File: config.mk
export PLATFORM = sky130hd
export DESIGN_NAME = rib_timer
export DESIGN_NICKNAME = d
export VERILOG_FILES = /design/src/rtl/rib_timer.sv
export SDC_FILE = /design/constraint.sdc
export NUM_CORES = 1
export LEC_CHECK = 0
export BUFFER_PORTS_ARGS = -buffer_cell sky130_fd_sc_hd__buf_4
export CAP_MARGIN = 10
export CORE_MARGIN = 4
export CORE_UTILIZATION = 61
export CTS_CLUSTER_DIAMETER = 40
export DETAILED_ROUTE_END_ITERATION = 10
export HOLD_SLACK_MARGIN = 0.12
export PLACE_DENSITY = 0.89
export SYNTH_ARGS = -nofsm -noshare
export SYNTH_HDL_FRONTEND = slang
export SYNTH_SLANG_ARGS = --single-unit
File: constraint.sdc
create_clock -name clk -period 3.5 [get_ports clk]
set_clock_uncertainty 0.05 [all_clocks]
set_input_delay 0.35 -clock clk [delete_from_list [all_inputs] [get_ports clk]]
set_output_delay 0.35 -clock clk [all_outputs]
set_load 0.03 [all_outputs]
File: src/rtl/rib_timer.sv
// rib_timer: prescaled 32-bit timer on a RIB slave port.
// Compare match, one-shot/periodic modes, level interrupt.
module rib_timer #(
  parameter int          PRESC_W = 16,
  parameter logic [31:0] RST_CMP = 32'hFFFF_FFFF
) (
  input  logic        clk,
  input  logic        rst,
  input  logic [31:0] addr_i,
  input  logic [31:0] data_i,
  input  logic        we_i,
  output logic [31:0] data_o,
  output logic        int_sig_o
);

  logic               en;
  logic               int_en;
  logic               pend;
  logic               periodic;
  logic [31:0]        count;
  logic [31:0]        cmp;
  logic [PRESC_W-1:0] presc;
  logic [PRESC_W-1:0] pcnt;

  logic mapped;
  logic sel_ctrl;
  logic sel_count;
  logic sel_cmp;
  logic sel_presc;
  logic wr_ctrl;
  logic wr_count;
  logic wr_cmp;
  logic wr_presc;
  logic tick;
  logic hit;
  logic en_chg;
  logic unused_addr;

  assign unused_addr = ^{addr_i[31:28], addr_i[1:0]};

  assign mapped    = (addr_i[27:8] == 20'd0);
  assign sel_ctrl  = mapped && (addr_i[7:2] == 6'd0);
  assign sel_count = mapped && (addr_i[7:2] == 6'd1);
  assign sel_cmp   = mapped && (addr_i[7:2] == 6'd2);
  assign sel_presc = mapped && (addr_i[7:2] == 6'd3);

  assign wr_ctrl  = we_i && sel_ctrl;
  assign wr_count = we_i && sel_count;
  assign wr_cmp   = we_i && sel_cmp;
  assign wr_presc = we_i && sel_presc;

  assign tick   = en && (pcnt == presc);
  assign hit    = tick && (count == cmp);
  assign en_chg = wr_ctrl && (data_i[0] != en);

  always_comb begin
    data_o = 32'd0;
    unique case (1'b1)
      sel_ctrl:  data_o = {28'd0, periodic, pend, int_en, en};
      sel_count: data_o = count;
      sel_cmp:   data_o = cmp;
      sel_presc: data_o = {{(32-PRESC_W){1'b0}}, presc};
      default:   data_o = 32'd0;
    endcase
  end

  always_ff @(posedge clk) begin
    if (!rst) begin
      en        <= 1'b0;
      int_en    <= 1'b0;
      pend      <= 1'b0;
      periodic  <= 1'b0;
      count     <= 32'd0;
      cmp       <= RST_CMP;
      presc     <= '0;
      pcnt      <= '0;
      int_sig_o <= 1'b0;
    end else begin
      if (wr_ctrl) begin
        en       <= data_i[0];
        int_en   <= data_i[1];
        periodic <= data_i[3];
      end
      // one-shot auto-clear overrides a same-cycle EN write
      if (hit && !periodic)
        en <= 1'b0;

      if (hit)
        pend <= 1'b1;
      else if (wr_ctrl && data_i[2])
        pend <= 1'b0;

      if (wr_count)
        count <= data_i;
      else if (tick)
        count <= hit ? 32'd0 : count + 32'd1;

      if (wr_cmp)
        cmp <= data_i;
      if (wr_presc)
        presc <= data_i[PRESC_W-1:0];

      if (wr_presc || en_chg || !en || tick)
        pcnt <= '0;
      else
        pcnt <= pcnt + 1'b1;

      int_sig_o <= pend & int_en;
    end
  end

endmodule

==> results.json, run 1 <==
{
  "final.min_clock_period_ps": 2900,
  "h-tree-depth": 3,
  "setup_viol_count_final": 0,
  "vias_per_cell": 6.38,
  "num_vias": 5945,
  "die_h_um": 107,
  "p_comb_share_pct": 6.6,
  "final_cell_mix": "buf_4 (105), nand2_1 (103), dfxtp_1 (101), nor2_1 (66), nand3_1 (59)",
  "cp_data_arrival_time_ps": 2500,
  "power.leakage_nw": 2.73,
  "ys_seq_area_share_pct": 34.0,
  "grt_max_degree": 45,
  "relSlewSlack_pct": 43.4,
  "drv_slew": 0,
  "p_clk_share_pct": 39.8,
  "switchingPower_mw": 0.518,
  "synth-edff-count": 0,
  "nets": 867,
  "cts_setup_buffers": 0,
  "yosysWarnings": 0,
  "grt_antenna_before_repair": 0,
  "grt_use_total_pct": 31.4,
  "finalHoldViolCount": 0,
  "wl_um": 17900,
  "place_hpwl_um": 12800,
  "hold_slack_ps": 137,
  "hold_start": "data_i[19]",
  "rr_worst_depth": 8,
  "synthesis.area_um2": 5940,
  "wire_per_inst_um": 19.2,
  "ys.flop_type": "dfxtp_1",
  "rows": 35,
  "wl_met2_um": 8320,
  "synth_top_area_share_pct": 34.0,
  "drv_cap": 0,
  "yosysTopAreaCell": "dfxtp_1",
  "p_seq_share_pct": 53.6,
  "die_x_um": 107,
  "synthArstFlopShare_pct": 0,
  "hold_buffers": 0,
  "dpl_cell_area_um2": 6610,
  "synth.area.top_cells": "dfxtp_1 (34%), xnor2_1 (6.9%), nand2_1 (6.5%)",
  "cts_tree": "done",
  "placedCellCount": 916,
  "ios": 100,
  "max_slew.worst_pin.slew_ps": 849,
  "worstPathRequired_ps": 3100,
  "cts_root_buffer": "clkbuf_8",
  "synth_cell_types": 63,
  "place_congestion": 1.02,
  "multiInputGateArea_um2": 3620,
  "syn_to_final_growth_pct": 15.1,
  "drtAntennaViolNets": 0,
  "power_density_nw_per_um2": 318,
  "cts_sinks": 101,
  "clk_path_buf_depth": 2,
  "worstHoldEndpoint": "count[19]",
  "dieArea_um2": 11400,
  "fin_tns_setup_ps": 0,
  "hold_depth": 3,
  "cts_resized": 0,
  "status": "completed",
  "cp-end-kind": "primary output",
  "clkLatencyLatePin_ps": 370,
  "clkTransAtPathRegs_ps": 100,
  "holdCritPathClass": "input port to flop",
  "final_common_cell": "buf_4",
  "ys_ff_latch": 101,
  "power.total_mw": 2.17,
  "seqCellArea_um2": 2020,
  "fmax_ghz": 0.345,
  "diodes": 0,
  "critical_path_class": "input port to primary output",
  "drc": 0,
  "p_sw_share_pct": 23.8,
  "drtPass1Iterations": 7,
  "start_kind": "input port",
  "design_area_um2": 6840,
  "grt_pass1_vias": 5746,
  "cts_buffers": 9,
  "crit_start": "addr_i[13]",
  "grt.overflow.total": 0,
  "wl_met3_um": 1790,
  "drive_gt1_share_pct": 18.9,
  "avgSynthCellArea_um2": 8.07,
  "initial_utilization_pct": 63.4,
  "grt_pass1_wl_um": 29000,
  "rrSetupSlack_ps": 750,
  "portBuffers": 93,
  "synthCells": 736,
  "internal-power_mw": 1.66,
  "period_share_pct": 82.7,
  "r2r-start": "count[12]",
  "fp.coreArea_um2": 9370,
  "drt_iter0_drc": 568,
  "syn_nets": 805,
  "final_cells": 932,
  "peakVddDrop_uv": 207,
  "grt_setup_unrepaired": "no",
  "top_layer": "met4",
  "cp_max_fo": 20,
  "reg2reg_to": "count[13]",
  "met1_length_um": 7300,
  "fillCellCount": 756
}
==> worst max-delay path by stage <==
stage	depth (start not counted)	to	slack, ps
floorplan	7	data_o[18]	1130
global placement	8	data_o[16]	700
detailed placement	10	cmp[3]	630
CTS	8	data_o[16]	630
global route	8	data_o[16]	470
finish	8	data_o[16]	600
==> Yosys cell counts (all sizes together) (2+ instances only) <==
| master | number |
|---|---|
| clkbuf | 26 |
| dfxtp | 101 |
| nand4 | 25 |
| a22o | 14 |
| and3 | 20 |
| o311ai | 2 |
| xnor2 | 47 |
| or3 | 5 |
| a21boi | 4 |
| o21ai | 39 |
| and4 | 2 |
| buf | 28 |
| and2 | 6 |
| nand2 | 105 |
| xor2 | 15 |
| ha | 2 |
| a21oi | 21 |
| a221o | 4 |
| mux2 | 12 |
| a22oi | 19 |
| o31ai | 2 |
| o21bai | 3 |
| or2 | 2 |
| nor2b | 27 |
| or4 | 2 |
| o21a | 2 |
| mux4 | 4 |
| a31oi | 7 |
| nand2b | 2 |
| nand3 | 59 |
| nor2 | 67 |
| o211ai | 2 |
| inv | 5 |
| nor3 | 9 |
| nand3b | 3 |
| nor4 | 12 |
| mux2i | 19 |
==> critical path, cell delays in order <==
cell and delay [ps]:
buf_4 110, nor4_1 300, nand4_1 210, or2_1 580, nor2b_1 330, buf_4 250
a22o_1 200, buf_4 170
==> layout make-up <==
cell class              count  share of cell area (%)
repair buffers            105                    11.5
multi-input cells         576                    52.9
flip-flops and latches    101                    29.6
well taps                 129                    2.36
inverters                   5                   0.274
clock buffers              10                    2.01
clock inverters             6                    1.35
==> flip-flops by register name, indices dropped and copies added (netlist names) <==
name and cells:
periodic 1, presc 16, pcnt 16, cmp 32
count 32, int_sig_o 1, en 1, pend 1
int_en 1
==> per-layer routing <==
metal	GRT usage [%]	vias up
met5	0	-
met4	11.8	0
met3	5.90	58
met2	51.3	353
met1	41.2	2803
li1	-	2731
==> logic make-up (layout without fill, tap and decap cells) <==
group	after synthesis	after routing	synth area share, %
XOR/XNOR	62	62	9.14
adder cells (fa/ha/maj)	2	2	0.421
flip-flops	101	101	34.0
multiplexers	35	35	6.99
AO/OA/AOI/OAI	127	127	14.1
AND/OR/NAND/NOR	350	350	30.3
buffers and inverters	59	126	5.03
==> power groups by stage <==
stage               Sequential, mW  Clock (mW)  Combinational (mW)
floorplan                     1.18           0              0.0720
global placement              1.19           0               0.138
detailed placement            1.19           0               0.141
CTS                           1.16       0.867               0.142
global route                  1.17       0.912               0.153
finish                        1.17       0.865               0.144
==> through the flow <==
| stage | util, % | setup slack (ps) |
|---|---|---|
| after detailed placement | 70.5 | 629 |
| after global placement | 70.5 | 703 |
| after CTS | 73.0 | 628 |
| final | 73.0 | 604 |
| after floorplan | - | 1130 |
| after global routing | 73.0 | 465 |
No activity file was read; power rests on OpenSTA's default activity.
==> inputs of run 2 (changes only) <==
CORE_UTILIZATION = 57   (was 61)
PLACE_DENSITY = 0.84   (was 0.89)
clock period = 3.02 ns   (was 3.5 ns; I/O delays follow)
==> run 2 against run 1 <==
Compared with the run above:
- non-clock buffer count grew 21
- via count grew 0.15%
- count of clock-buffer cells in the layout grew 1
- largest power group unchanged
- sequential cell count is the same
- global-route usage shrank 1.9 points
- highest routed layer unchanged
- utilization shrank 4.6 points
- final cell count grew 2.8%
- first-iteration DRC count grew 27%
==> results.json, run 2 (same netlist as run 1, synthesis figures left out) <==
{
  "place_hpwl_um": 12900,
  "drt_iter0_drc": 720,
  "cts_sinks": 101,
  "cts_buffers": 9,
  "ios": 100,
  "peakVddDrop_uv": 237,
  "status": "completed",
  "grt_pass1_wl_um": 28100,
  "syn_to_final_growth_pct": 17.8,
  "max_slew.worst_pin.slew_ps": 791,
  "drv_cap": 0,
  "power.leakage_nw": 2.81,
  "final.min_clock_period_ps": 2630,
  "dp_slack_ps": 416,
  "grt_max_degree": 50,
  "final_cell_mix": "buf_4 (112), nand2_1 (103), dfxtp_1 (101), nor2_1 (66), nand3_1 (59)",
  "grt.overflow.total": 0,
  "clk_path_buf_depth": 2,
  "rows": 37,
  "cts_resized": 0,
  "drc": 0,
  "initial_utilization_pct": 58.1,
  "clkLatencyLatePin_ps": 370,
  "nets": 888,
  "portBuffers": 93,
  "drv_slew": 0,
  "num_vias": 5954,
  "grt_pass1_vias": 5588,
  "cp_max_fo": 12,
  "grt_antenna_before_repair": 0,
  "final_common_cell": "buf_4",
  "dieArea_um2": 12100,
  "cts_root_buffer": "clkbuf_8",
  "holdCritPathClass": "input port to flop",
  "place_congestion": 0.962,
  "relSlewSlack_pct": 47.1,
  "cp_data_arrival_time_ps": 2280,
  "drtPass1Iterations": 5,
  "grt_use_total_pct": 29.4,
  "fmax_ghz": 0.380,
  "worst_slack_ps": 388,
  "wl_um": 18100,
  "power_density_nw_per_um2": 344,
  "drtAntennaViolNets": 0,
  "start_kind": "input port",
  "reg_top3": "cmp: 32 flops, count: 32 flops",
  "post-route-util_pct": 68.4,
  "setup_viol_count_final": 0,
  "die_x_um": 110,
  "h-tree-depth": 3,
  "vias_per_cell": 6.22,
  "critical_path_class": "input port to primary output",
  "cp-end-kind": "primary output",
  "placedCellCount": 930,
  "clkTransAtPathRegs_ps": 90,
  "fin_tns_setup_ps": 0,
  "power.total_mw": 2.41,
  "final_cells": 958,
  "diodes": 0,
  "drive_gt1_share_pct": 19.0,
  "cts_tree": "done",
  "die_h_um": 110,
  "finalHoldViolCount": 0,
  "wire_per_inst_um": 18.9,
  "worstPathRequired_ps": 2670,
  "fp.coreArea_um2": 10200,
  "grt_setup_unrepaired": "no",
  "period_share_pct": 87.1
}
[run 2: cell count changes in the layout (fill, tap and decap cells not counted), sizes merged]
cell,change
clkinvlp,-1
buf,+7
bufinv,-1
inv,-1
clkbuf,+1
dlygate4sd3,+14
[run 2: worst max-delay path: stages]
cell and delay, ps:
buf_4 110, nor4_1 370, nand4_1 270, or2_1 380
nor2b_1 260, buf_4 240, a22o_1 180, buf_4 160
[run 2: final timing paths]
check             depth (start not counted)         end       start  slack (ps)
setup / recovery                          8  data_o[16]  addr_i[25]         390
hold / removal                            3     cmp[27]  data_i[27]         120
setup reg to reg                          7   count[20]    count[6]         440
hold reg to reg                           1     pcnt[0]     pcnt[0]         450
[run 2: timing repair]
| action | 4_1_cts | 5_1_grt |
|---|---|---|
| endpoints found under the hold margin | 15 | 0 |
| buffers inserted | 0 | 0 |
| hold buffers | 14 | 0 |
[run 2: per-stage QoR]
| stage | cell area [um^2] | hold slack, ps |
|---|---|---|
| 5_1_grt | 7000 | 122 |
| 3_5_place_dp | 6670 | 441 |
| 2_1_floorplan | 5940 | 361 |
| 4_1_cts | 7000 | 121 |
| 3_3_place_gp | 6670 | 421 |
| 6_report | 7000 | 122 |
[run 2: power by group]
| part | leakage (nW) | internal [mW] | switching [mW] | total (mW) |
|---|---|---|---|---|
| Combinational | 1.90 | 0.0983 | 0.0871 | 0.185 |
| Sequential | 0.815 | 1.34 | 0.0134 | 1.35 |
| Clock | 0.0919 | 0.401 | 0.470 | 0.871 |
[run 2: final cells by class]
| class | instances | area [um^2] |
|---|---|---|
| multi-input combinational | 576 | 3620 |
| fill | 835 | 3230 |
| sequential | 101 | 2020 |
| timing repair buffer | 126 | 981 |
| tap | 136 | 170 |
| clock buffer | 11 | 141 |
| clock inverter | 3 | 46.3 |
| inverter | 5 | 18.8 |
[run 2: routing by layer]
| layer | track usage [%] | routed length, um | share of wire, % | up-vias |
|---|---|---|---|---|
| met5 | 0 | 0 | 0 | - |
| met4 | 11.6 | 569 | 3.1 | 0 |
| met3 | 5.30 | 1800 | 10 | 50 |
| met2 | 47.6 | 8390 | 46 | 350 |
| met1 | 39.0 | 7350 | 41 | 2780 |
| li1 | - | - | - | 2774 |
